`src/rtl/regfile_pkg.sv`:
```
// -----------------------------------------------------------------------------
// regfile_pkg
//   Shared definitions for the register-file port controller:
//   - default address/data widths for the 16 x 32-bit register file
//   - controller state encoding
//   - transaction kind (read of two operands / write of one destination)
//   - small helper used to decode "a register-file transaction is in flight"
// -----------------------------------------------------------------------------
package regfile_pkg;

    localparam int DEF_ADDR_W = 4;
    localparam int DEF_DATA_W = 32;

    // Controller states. Exactly one register-file transaction is ever in
    // flight; the states walk it from issue to completion.
    typedef enum logic [2:0] {
        IDLE      = 3'd0,  // ready for a writeback or an operand read
        ISSUE     = 3'd1,  // waiting for rf_busy low, then pulse rf_enable
        WAIT_ACK  = 3'd2,  // the cycle where rf_busy must have risen
        WAIT_DONE = 3'd3,  // waiting for rf_busy to fall
        RSP       = 3'd4   // operands held until the consumer takes them
    } state_t;

    // Kind of the transaction currently latched in the controller.
    typedef enum logic {
        TXN_READ  = 1'b0,
        TXN_WRITE = 1'b1
    } txn_kind_t;

    // True while the register file owns the latched transaction, i.e. from
    // the issue cycle up to and including the completion cycle.
    function automatic logic rf_txn_active(input state_t s);
        return (s == ISSUE) || (s == WAIT_ACK) || (s == WAIT_DONE);
    endfunction

endpackage

```
`src/rtl/regfile_port_ctrl_if.sv`:
```
// -----------------------------------------------------------------------------
// regfile_port_ctrl_if
//   Pipeline-facing handshakes of the register-file port controller.
//
//   Operand read request  : rd_req_valid / rd_req_ready, rd_req_rs1, rd_req_rs2
//   Operand read response : rd_rsp_valid / rd_rsp_ready, rd_rsp_rs1data,
//                           rd_rsp_rs2data
//   Writeback request     : wb_valid / wb_ready, wb_rdadr, wb_data
//
//   master : the core pipeline (decode, consumer, writeback stage)
//   slave  : the controller
// -----------------------------------------------------------------------------
interface regfile_port_ctrl_if
    import regfile_pkg::*;
#(
    parameter int ADDR_W = DEF_ADDR_W,
    parameter int DATA_W = DEF_DATA_W
);

    logic              rd_req_valid;
    logic              rd_req_ready;
    logic [ADDR_W-1:0] rd_req_rs1;
    logic [ADDR_W-1:0] rd_req_rs2;

    logic              rd_rsp_valid;
    logic              rd_rsp_ready;
    logic [DATA_W-1:0] rd_rsp_rs1data;
    logic [DATA_W-1:0] rd_rsp_rs2data;

    logic              wb_valid;
    logic              wb_ready;
    logic [ADDR_W-1:0] wb_rdadr;
    logic [DATA_W-1:0] wb_data;

    modport master (
        output rd_req_valid, rd_req_rs1, rd_req_rs2,
        input  rd_req_ready,
        input  rd_rsp_valid, rd_rsp_rs1data, rd_rsp_rs2data,
        output rd_rsp_ready,
        output wb_valid, wb_rdadr, wb_data,
        input  wb_ready
    );

    modport slave (
        input  rd_req_valid, rd_req_rs1, rd_req_rs2,
        output rd_req_ready,
        output rd_rsp_valid, rd_rsp_rs1data, rd_rsp_rs2data,
        input  rd_rsp_ready,
        input  wb_valid, wb_rdadr, wb_data,
        output wb_ready
    );

endinterface

```
`src/rtl/regfile_port_ctrl.sv`:
```
// -----------------------------------------------------------------------------
// regfile_port_ctrl
//   Initiator-side controller for the byte-serialized SRAM register file.
//   Accepts operand reads and writebacks from the pipeline, runs exactly one
//   enable/busy transaction at a time against the register file and holds the
//   read operands until the consumer takes them.
//
// Ports
//   clk           core clock
//   reset         synchronous, active-low reset
//   bus           pipeline handshakes (regfile_port_ctrl_if.slave)
//   rf_enable     one-cycle start pulse to the register file
//   rf_regwrite   write select, high from issue to completion of writes only
//   rf_rs1adr     source 1 address, held for the transaction
//   rf_rs2adr     source 2 address, held for the transaction
//   rf_rdadr      destination address, held for the transaction
//   rf_rd         write data, held for the transaction
//   rf_rs1/rf_rs2 register file read data
//   rf_busy       register file busy
//   protocol_err  sticky: rf_busy did not rise the cycle after rf_enable
// -----------------------------------------------------------------------------
module regfile_port_ctrl
    import regfile_pkg::*;
#(
    parameter int ADDR_W = DEF_ADDR_W,
    parameter int DATA_W = DEF_DATA_W
) (
    input  logic                clk,
    input  logic                reset,

    regfile_port_ctrl_if.slave  bus,

    output logic                rf_enable,
    output logic                rf_regwrite,
    output logic [ADDR_W-1:0]   rf_rs1adr,
    output logic [ADDR_W-1:0]   rf_rs2adr,
    output logic [ADDR_W-1:0]   rf_rdadr,
    output logic [DATA_W-1:0]   rf_rd,
    input  logic [DATA_W-1:0]   rf_rs1,
    input  logic [DATA_W-1:0]   rf_rs2,
    input  logic                rf_busy,

    output logic                protocol_err
);

    state_t            state;
    state_t            state_nxt;
    txn_kind_t         kind;

    logic [ADDR_W-1:0] rs1_adr_q;
    logic [ADDR_W-1:0] rs2_adr_q;
    logic [ADDR_W-1:0] rd_adr_q;
    logic [DATA_W-1:0] wdata_q;
    logic [DATA_W-1:0] rs1_data_q;
    logic [DATA_W-1:0] rs2_data_q;
    logic              err_q;

    // One-cycle strobes decoded by the FSM and consumed by the holding
    // registers.
    logic              accept_wb;
    logic              accept_rd;
    logic              capture;
    logic              set_err;

    // -------------------------------------------------------------------------
    // Next-state and handshake decode
    // -------------------------------------------------------------------------
    // NOTE: every signal written here gets a default before the case so that
    // no path leaves it unassigned; a missing default would infer a latch.
    always_comb begin
        state_nxt        = state;
        bus.wb_ready     = 1'b0;
        bus.rd_req_ready = 1'b0;
        rf_enable        = 1'b0;
        accept_wb        = 1'b0;
        accept_rd        = 1'b0;
        capture          = 1'b0;
        set_err          = 1'b0;

        unique case (state)
            IDLE: begin
                // Writeback has priority: a pending writeback hides the read
                // port, so a read is never accepted in the same cycle.
                bus.wb_ready     = 1'b1;
                bus.rd_req_ready = !bus.wb_valid;
                if (bus.wb_valid) begin
                    accept_wb = 1'b1;
                    // x0 is hardwired to zero: the write is acknowledged but
                    // never reaches the register file.
                    if (bus.wb_rdadr != '0) begin
                        state_nxt = ISSUE;
                    end
                end else if (bus.rd_req_valid) begin
                    accept_rd = 1'b1;
                    state_nxt = ISSUE;
                end
            end

            ISSUE: begin
                // Only start when the register file is free; it may still be
                // finishing a transaction that a reset abandoned.
                if (!rf_busy) begin
                    rf_enable = 1'b1;
                    state_nxt = WAIT_ACK;
                end
            end

            WAIT_ACK: begin
                // Busy must be up by now. Record the violation but keep going
                // so the pipeline is not wedged by a misbehaving file.
                set_err   = !rf_busy;
                state_nxt = WAIT_DONE;
            end

            WAIT_DONE: begin
                if (!rf_busy) begin
                    if (kind == TXN_READ) begin
                        capture   = 1'b1;
                        state_nxt = RSP;
                    end else begin
                        state_nxt = IDLE;
                    end
                end
            end

            RSP: begin
                if (bus.rd_rsp_ready) begin
                    state_nxt = IDLE;
                end
            end

            default: state_nxt = IDLE;
        endcase
    end

    // -------------------------------------------------------------------------
    // State register
    // -------------------------------------------------------------------------
    // NOTE: sequential state uses non-blocking assignments so every flop
    // samples the pre-edge values regardless of block ordering.
    always_ff @(posedge clk) begin
        if (!reset) begin
            state <= IDLE;
        end else begin
            state <= state_nxt;
        end
    end

    // -------------------------------------------------------------------------
    // Holding registers
    // -------------------------------------------------------------------------
    // NOTE: these are a handful of flops, not a RAM, so clearing them on reset
    // is cheap and gives the register-file address/data pins a known value.
    always_ff @(posedge clk) begin
        if (!reset) begin
            kind       <= TXN_READ;
            rs1_adr_q  <= '0;
            rs2_adr_q  <= '0;
            rd_adr_q   <= '0;
            wdata_q    <= '0;
            rs1_data_q <= '0;
            rs2_data_q <= '0;
            err_q      <= 1'b0;
        end else begin
            if (accept_wb) begin
                kind     <= TXN_WRITE;
                rd_adr_q <= bus.wb_rdadr;
                wdata_q  <= bus.wb_data;
            end
            if (accept_rd) begin
                kind      <= TXN_READ;
                rs1_adr_q <= bus.rd_req_rs1;
                rs2_adr_q <= bus.rd_req_rs2;
            end
            if (capture) begin
                rs1_data_q <= rf_rs1;
                rs2_data_q <= rf_rs2;
            end
            if (set_err) begin
                err_q <= 1'b1;
            end
        end
    end

    // -------------------------------------------------------------------------
    // Outputs
    // -------------------------------------------------------------------------
    // rf_regwrite directly gates the SRAM write strobe, so it is decoded from
    // the registered state and kind only and can never glitch high on a read.
    assign rf_regwrite = (kind == TXN_WRITE) && rf_txn_active(state);

    // Register-file pins come from the latched request, never from the ports.
    assign rf_rs1adr = rs1_adr_q;
    assign rf_rs2adr = rs2_adr_q;
    assign rf_rdadr  = rd_adr_q;
    assign rf_rd     = wdata_q;

    assign bus.rd_rsp_valid   = (state == RSP);
    assign bus.rd_rsp_rs1data = rs1_data_q;
    assign bus.rd_rsp_rs2data = rs2_data_q;

    assign protocol_err = err_q;

endmodule

```
`src/flat_wrapper.sv`:
```
// flat-port wrapper written by rule: the top's interface ports become plain ports
module regfile_port_ctrl_flat import regfile_pkg::*;
#(
    parameter int ADDR_W = DEF_ADDR_W,
    parameter int DATA_W = DEF_DATA_W
)
  (clk, reset, rf_enable, rf_regwrite, rf_rs1adr, rf_rs2adr, rf_rdadr, rf_rd, rf_rs1, rf_rs2, rf_busy, protocol_err, bus_rd_req_valid, bus_rd_req_rs1, bus_rd_req_rs2, bus_rd_req_ready, bus_rd_rsp_valid, bus_rd_rsp_rs1data, bus_rd_rsp_rs2data, bus_rd_rsp_ready, bus_wb_valid, bus_wb_rdadr, bus_wb_data, bus_wb_ready);
  regfile_port_ctrl_if #(.ADDR_W(ADDR_W), .DATA_W(DATA_W)) bus_i ();
  input  logic clk;
  input  logic reset;
  output logic rf_enable;
  output logic rf_regwrite;
  output logic [ADDR_W-1:0] rf_rs1adr;
  output logic [ADDR_W-1:0] rf_rs2adr;
  output logic [ADDR_W-1:0] rf_rdadr;
  output logic [DATA_W-1:0] rf_rd;
  input  logic [DATA_W-1:0] rf_rs1;
  input  logic [DATA_W-1:0] rf_rs2;
  input  logic rf_busy;
  output logic protocol_err;
  input wire logic [$bits(bus_i.rd_req_valid)-1:0] bus_rd_req_valid;
  input wire logic [$bits(bus_i.rd_req_rs1)-1:0] bus_rd_req_rs1;
  input wire logic [$bits(bus_i.rd_req_rs2)-1:0] bus_rd_req_rs2;
  output wire logic [$bits(bus_i.rd_req_ready)-1:0] bus_rd_req_ready;
  output wire logic [$bits(bus_i.rd_rsp_valid)-1:0] bus_rd_rsp_valid;
  output wire logic [$bits(bus_i.rd_rsp_rs1data)-1:0] bus_rd_rsp_rs1data;
  output wire logic [$bits(bus_i.rd_rsp_rs2data)-1:0] bus_rd_rsp_rs2data;
  input wire logic [$bits(bus_i.rd_rsp_ready)-1:0] bus_rd_rsp_ready;
  input wire logic [$bits(bus_i.wb_valid)-1:0] bus_wb_valid;
  input wire logic [$bits(bus_i.wb_rdadr)-1:0] bus_wb_rdadr;
  input wire logic [$bits(bus_i.wb_data)-1:0] bus_wb_data;
  output wire logic [$bits(bus_i.wb_ready)-1:0] bus_wb_ready;
  assign bus_i.rd_req_valid = bus_rd_req_valid;
  assign bus_i.rd_req_rs1 = bus_rd_req_rs1;
  assign bus_i.rd_req_rs2 = bus_rd_req_rs2;
  assign bus_rd_req_ready = bus_i.rd_req_ready;
  assign bus_rd_rsp_valid = bus_i.rd_rsp_valid;
  assign bus_rd_rsp_rs1data = bus_i.rd_rsp_rs1data;
  assign bus_rd_rsp_rs2data = bus_i.rd_rsp_rs2data;
  assign bus_i.rd_rsp_ready = bus_rd_rsp_ready;
  assign bus_i.wb_valid = bus_wb_valid;
  assign bus_i.wb_rdadr = bus_wb_rdadr;
  assign bus_i.wb_data = bus_wb_data;
  assign bus_wb_ready = bus_i.wb_ready;
  regfile_port_ctrl #(.ADDR_W(ADDR_W), .DATA_W(DATA_W)) u_core (.clk(clk), .reset(reset), .bus(bus_i), .rf_enable(rf_enable), .rf_regwrite(rf_regwrite), .rf_rs1adr(rf_rs1adr), .rf_rs2adr(rf_rs2adr), .rf_rdadr(rf_rdadr), .rf_rd(rf_rd), .rf_rs1(rf_rs1), .rf_rs2(rf_rs2), .rf_busy(rf_busy), .protocol_err(protocol_err));
endmodule
```
`config.mk`:
```
export PLATFORM = sky130hd
export DESIGN_NAME = regfile_port_ctrl_flat
export DESIGN_NICKNAME = d
export VERILOG_FILES = /design/src/rtl/regfile_pkg.sv /design/src/rtl/regfile_port_ctrl_if.sv /design/src/rtl/regfile_port_ctrl.sv /design/src/flat_wrapper.sv
export SDC_FILE = /design/constraint.sdc
export NUM_CORES = 1
export LEC_CHECK = 0
export BUFFER_PORTS_ARGS = -buffer_cell sky130_fd_sc_hd__buf_2
export CAP_MARGIN = 20
export CORE_UTILIZATION = 45
export DETAILED_ROUTE_END_ITERATION = 6
export GPL_ROUTABILITY_DRIVEN = 0
export GPL_TIMING_DRIVEN = 0
export HOLD_SLACK_MARGIN = 0.03
export MAX_ROUTING_LAYER = met4
export PLACE_DENSITY_LB_ADDON = 0.05
export SETUP_SLACK_MARGIN = 0.1
export SYNTH_ARGS = -nofsm -noshare
export SYNTH_HDL_FRONTEND = slang
export SYNTH_SLANG_ARGS = --single-unit
```
`constraint.sdc`:
```
create_clock -name clk -period 1.54 [get_ports clk]
set_input_delay 0.231 -clock clk [delete_from_list [all_inputs] [get_ports clk]]
set_output_delay 0.231 -clock clk [all_outputs]
set_load 0.005 [all_outputs]
```
======== Word level (Yosys, flattened, before mapping) ========
Index checks and enable logic that the tools add are counted.
storage, ports and cells
  bits in registers ....................... 113
  bits in latches ......................... 0
  memory bits (writable) .................. 0
  memory bits (read-only) ................. 0
  bits of input ports ..................... 114
  output and inout bits ................... 114
  word-level logic and storage cells ...... 49
  memories ................................ 0
operators by class
  add/subtract/negate cells ............... 0
  $mul .................................... 0
  div/mod/pow operators ................... 0
  $lt $le $gt $ge ......................... 0
  eq/ne operators ......................... 9
  shift-type cells ........................ 0
  muxes and demuxes ....................... 21
  bitwise operators ....................... 1
  reduce and logical (&&, ||, !) cells .... 9
operators by type and width
  cell                                                                    number
  3-bit 2-to-1 mux                                                        7
  3-bit one-hot mux with 5 select lines                                   1
  1-bit 2-to-1 mux                                                        13
  3-bit by 2-bit equality test with 1-bit output (second input constant)  2
  5-bit AND reduction                                                     1
  2-bit != test (second input constant)                                   2
  4-bit nonzero test                                                      1
  3-bit by 1-bit equality test with 1-bit output (second input constant)  1
  3-bit equality test (second input constant)                             1
  3-bit logical NOT                                                       1
  3-bit by 2-bit != test with 1-bit output (second input constant)        1
  3-bit != test (second input constant)                                   1
  1-bit logical NOT                                                       2
  1-bit logical OR                                                        2
  2-bit by 1-bit != test with 1-bit output (second input constant)        1
  2-bit OR reduction                                                      1
  1-bit logical AND                                                       1
  1-bit inverter                                                          1

======== Longest topological paths before layout ========
  word-level depth ........................ 4
  depth in mapped cells ................... 6
  mapped depth without buffers ............ 3

======== Worst setup path after synthesis ========
Ideal clock, no wire load.
  path type ............................... register -> register
  start ................................... register u_core.state[0]
  end ..................................... register u_core.wdata_q[1] (netlist: u_core.rf_rd[1])
  setup time .............................. 123 ps
  data arrival time ....................... 1272 ps
  setup slack ............................. 145 ps
  cell stages (with the launch flop) ...... 5
  clock period less this slack ............ 1395 ps
  cells stage by stage .................... dfxtp_1 buf_6 nor4b_4 clkbuf_2 o21ai_0
on the way
  word-level cells in the longest chain between the ends .. 2
ends and longest elaborated chain
  item                    RTL line                  RTL
  start, declared         regfile_port_ctrl.sv:46   state_t state;
  start signal, assigned  regfile_port_ctrl.sv:145  state <= state_nxt;
  3-bit logical NOT       regfile_port_ctrl.sv:80   unique case (state)
  1-bit 2-to-1 mux        regfile_port_ctrl.sv:80
  end signal, assigned    regfile_port_ctrl.sv:168  wdata_q <= bus.wb_data;
  end, declared           regfile_port_ctrl.sv:53   logic [DATA_W-1:0] wdata_q;
Every way passes these cells.
A chain may end at the register's enable or synchronous reset.

======== Final worst setup path ========
  start ................................... register u_core.state[2]
  end ..................................... output port bus_rd_req_ready
on the way
  word-level cells in the longest chain between the ends .. 2
ends and longest elaborated chain
  item               RTL line                 RTL
  3-bit logical NOT  regfile_port_ctrl.sv:80
  1-bit 2-to-1 mux   regfile_port_ctrl.sv:80
  end, declared      flat_wrapper.sv:24       output wire logic [$bits(bus_i.rd_req_ready)-1:0] bus_rd_req_ready;
Every way passes these cells.

==> out/results.ini <==
[run_status]
violated_checks=setup timing
outcome=finished with violations

[synthesis]
postSynth.asyncResetShare_pct=0
warnings_synthesis=0
yosysSeqAreaShare_pct=50.9
synth_simple_gate_area_share_pct=22.5
largest_family_of_logic_cells_by_synthesized_area=simple AND/OR/NAND/NOR gates
synth_cell_type_count=25
adder_cell_share_of_the_synthesized_area_pct=0
synth.largest_area_cell=sky130_fd_sc_hd__dfxtp_1
synth.most_common_cell=sky130_fd_sc_hd__nand2_1
synth_top_cells_by_count=sky130_fd_sc_hd__nand2_1 (180), sky130_fd_sc_hd__dfxtp_1 (113), sky130_fd_sc_hd__mux2i_1 (72)
synth_top_area_share_pct=50.9
synth_edf_count=0
post_synth_main_area_contributors=sky130_fd_sc_hd__dfxtp_1 (51%), sky130_fd_sc_hd__mux2i_1 (16%), sky130_fd_sc_hd__nand2_1 (15%), sky130_fd_sc_hd__nand3_1 (4.2%), sky130_fd_sc_hd__o21ai_0 (3.3%)
post_synth_xor_area_fraction_pct=0.197
syn_area_mm2=0.00445
complex_gate_fraction_of_the_synthesized_area_pct=4.59
synth_fp_nets=618
syn_avg_cell_area_um2=8.83
synthCells=504
synth.ff_latch_count=113
yosys_most_used_dff=sky130_fd_sc_hd__dfxtp_1
fraction_of_synthesized_area_in_multiplexers_pct=16.2

[global_routing]
grt_pass1_wl_um=25400
antenna_found_initial=0
grt_max_degree=17
grt_overflow_total=0
first_global_vias=5311
total_routing_usage_gr_pct=33.7

[timing]
clock-skew-final_ns=0.0119
setup_viol=30
unrepaired_setup_endpoints_after_global_routing=true
timing.final.crit_share_pct=106
final_critical_path_setup_slack_ns=-0.0867
slew_viol_final=0
max-slew-margin-rel_pct=47.5
timing.final.crit_period_ns=1.63
hold_slack_ns=0.210
fmax_ghz=0.615
report.final.hold_viol_count=0
tightest_slew_ns=0.787

[floorplan]
die-width_um=101
rows=35
die_area_mm2=0.0103
coreArea_mm2=0.00942
floorplan.die.height_um=101
io_pins=228
initial_core_util_pct=47.2

[clock_network]
clk_transition_reported_paths_ns=0.06
cts_tree=yes
clk_path_buf_depth=2
clock_insertion_delay_worst_skew_ns=0.52
cts_max_level=4
cts_root_buf=sky130_fd_sc_hd__clkbuf_8
cts_buffer_count=17
clock_sink_count=113

[worst_setup_path]
worst_r2r_path_depth=7
timing.critical_path.arrival_ns=1.40
rr_endpoint=u_core.rf_rd[15]$_SDFFE_PN0P_
r2r_start=u_core.state[0]$_SDFFE_PN0P_
r2r_setup_slack_ns=-0.06
required_ns=1.31
worstPathMaxFanout=8
worstSetupStartpointType=flop
critical_path_class=flop to primary output
critical_path.endpoint_type=primary output

[power_and_ir_drop]
seq_power_share_pct=37.3
power.ir.vdd_worst_v=0.000735
cellLeakagePower_nw=3.70
cell_internal_pwr_mw=6.26
clock_power_share_pct=46.9
power.density_mw_per_mm2=1000
power.switching_fraction_pct=25.0
p_comb_share_pct=15.9
power.net_switching_mw=2.09

[worst_hold_path]
timing.hold.worst.class=primary input to flop
min_path_cells=3
hp-start=rf_busy
whs_endpoint=u_core.protocol_err$_SDFFE_PN0P_

[placed_design]
input_output_buffers=226
post_dp_cell_area_mm2=0.00574
hpwlAfterDp_um=8970

[cells_and_area]
antenna_cells=0
finish.instance_area_mm2=0.00832
post_route_cells_drive_above_1_share_pct=40.6
final_nets=1005
area_growth_pct=87.1

[route]
drcViolationCount=0
wl_per_cell_um=16.7
total_via_count_in_the_routed_design=5210
initialDrtViolationCount=178
post_drt_via_cell_ratio=5.05
ant_nets=0
postRouteWirelength_um=17200
detailedRoute.firstPassIterationCount=7

[job]
max-cap-violations=0

flip-flops by register name (all words and copies together), names as in the netlist:
name                       flops
u_core.rf_rdadr                4
u_core.bus.rd_rsp_rs2data     32
u_core.rf_rd                  32
u_core.rf_rs1adr               4
u_core.state                   3
u_core.bus.rd_rsp_rs1data     32
u_core.protocol_err            1
u_core.kind                    1
u_core.rf_rs2adr               4
critical path, stage by stage, from the launching register on:
cell	delay, ns
sky130_fd_sc_hd__dfxtp_2	0.33
sky130_fd_sc_hd__buf_8	0.13
sky130_fd_sc_hd__buf_4	0.13
sky130_fd_sc_hd__nor4_4	0.13
sky130_fd_sc_hd__buf_2	0.15
worst max-delay path by stage:
| stage | to | from | slack, ns | cells after the start |
|---|---|---|---|---|
| after floorplan | u_core.rf_rd[1]$_SDFFE_PN0P_ | u_core.state[0]$_SDFFE_PN0P_ | 0.15 | 4 |
| after global placement | u_core.rf_rd[3]$_SDFFE_PN0P_ | u_core.state[1]$_SDFFE_PN0P_ | -0.12 | 4 |
| after detailed placement | u_core.bus.rd_rsp_rs2data[3]$_SDFFE_PN0P_ | reset | -0.19 | 5 |
| after CTS | rf_enable | u_core.state[2]$_SDFFE_PN0P_ | -0.1 | 3 |
| after global routing | rf_enable | u_core.state[2]$_SDFFE_PN0P_ | -0.16 | 3 |
| final | bus_rd_req_ready | u_core.state[2]$_SDFFE_PN0P_ | -0.09 | 4 |
cell type report:
type	count	area (um2)
buffer	44	383
clock buffer	19	432
clock inverter	12	160
fill	462	1090
multi-input combinational	347	2250
sequential	113	2270
tap	129	161
timing repair buffer	368	2670
kinds of logic (layout without fill, tap and decap cells):
family | count (synthesis) | after routing
AO/OA/AOI/OAI | 39 | 39
buffers and inverters | 44 | 443
XOR/XNOR | 1 | 1
AND/OR/NAND/NOR | 235 | 235
multiplexers | 72 | 72
flip-flops | 113 | 113
layout by cell type (no fill, tap or decap), types with 2 or more instances in the layout:
cell / Yosys / final
sky130_fd_sc_hd__buf_2: 3 / 226
sky130_fd_sc_hd__nand2_1: 180 / 180
sky130_fd_sc_hd__dfxtp_1: 113 / 110
sky130_fd_sc_hd__dlygate4sd3_1: 0 / 109
sky130_fd_sc_hd__mux2i_1: 72 / 69
sky130_fd_sc_hd__nand3_2: 0 / 35
sky130_fd_sc_hd__o21ai_1: 7 / 27
sky130_fd_sc_hd__clkbuf_1: 27 / 26
sky130_fd_sc_hd__buf_6: 10 / 19
sky130_fd_sc_hd__clkbuf_16: 0 / 17
sky130_fd_sc_hd__o21ai_2: 0 / 9
sky130_fd_sc_hd__buf_4: 1 / 9
sky130_fd_sc_hd__buf_12: 0 / 8
sky130_fd_sc_hd__clkbuf_8: 0 / 8
sky130_fd_sc_hd__buf_8: 0 / 5
sky130_fd_sc_hd__clkinvlp_4: 0 / 4
sky130_fd_sc_hd__buf_16: 0 / 4
sky130_fd_sc_hd__clkinv_4: 0 / 3
sky130_fd_sc_hd__bufinv_16: 0 / 3
sky130_fd_sc_hd__dfxtp_2: 0 / 3
sky130_fd_sc_hd__nor2_4: 0 / 2
sky130_fd_sc_hd__nor3b_1: 3 / 2
sky130_fd_sc_hd__nor4b_4: 1 / 2
sky130_fd_sc_hd__nor4_4: 0 / 2
sky130_fd_sc_hd__mux2i_4: 0 / 2
sky130_fd_sc_hd__nor4b_1: 3 / 2
sky130_fd_sc_hd__o21a_1: 2 / 2
per-layer routing:
metal / up-vias / track usage (%) / routed length (um)
li1: 2445 / - / -
met1: 2436 / 35.3 / 6690
met2: 257 / 57.7 / 8820
met3: 72 / 8.76 / 950
met4: 0 / 18.8 / 762
met5: - / - / 0
metrics by stage:
step / power (mW) / std cells / setup WS [ns] / util, % / TNS, ns
2_1_floorplan: 3.54 / 504 / 0.145 / - / 0
3_3_place_gp: 3.88 / 859 / -0.120 / 61.0 / -9.67
3_5_place_dp: 3.90 / 859 / -0.190 / 61.0 / -13.86
4_1_cts: 8.22 / 1027 / -0.0959 / 86.0 / -0.268
5_1_grt: 8.61 / 1032 / -0.160 / 88.4 / -2.18
6_report: 8.35 / 1032 / -0.0867 / 88.4 / -0.738
timing repair:
item,in CTS,in global routing
cloned,15,1
pin swaps,29,18
endpoints found under the setup margin,103,115
hold endpoints to repair,109,0
resized for setup,110,49
buffers inserted,13,5
hold buffers,109,0
power groups by stage:
stage                     registers [mW]  clock network [mW]  logic [mW]
after detailed placement            3.16                   0       0.738
after floorplan                     3.17                   0       0.369
after CTS                           3.10                3.94        1.18
after global placement              3.15                   0       0.727
after global routing                3.12                4.08        1.41
final                               3.11                3.91        1.32
Power figures use the tool's default switching activity.
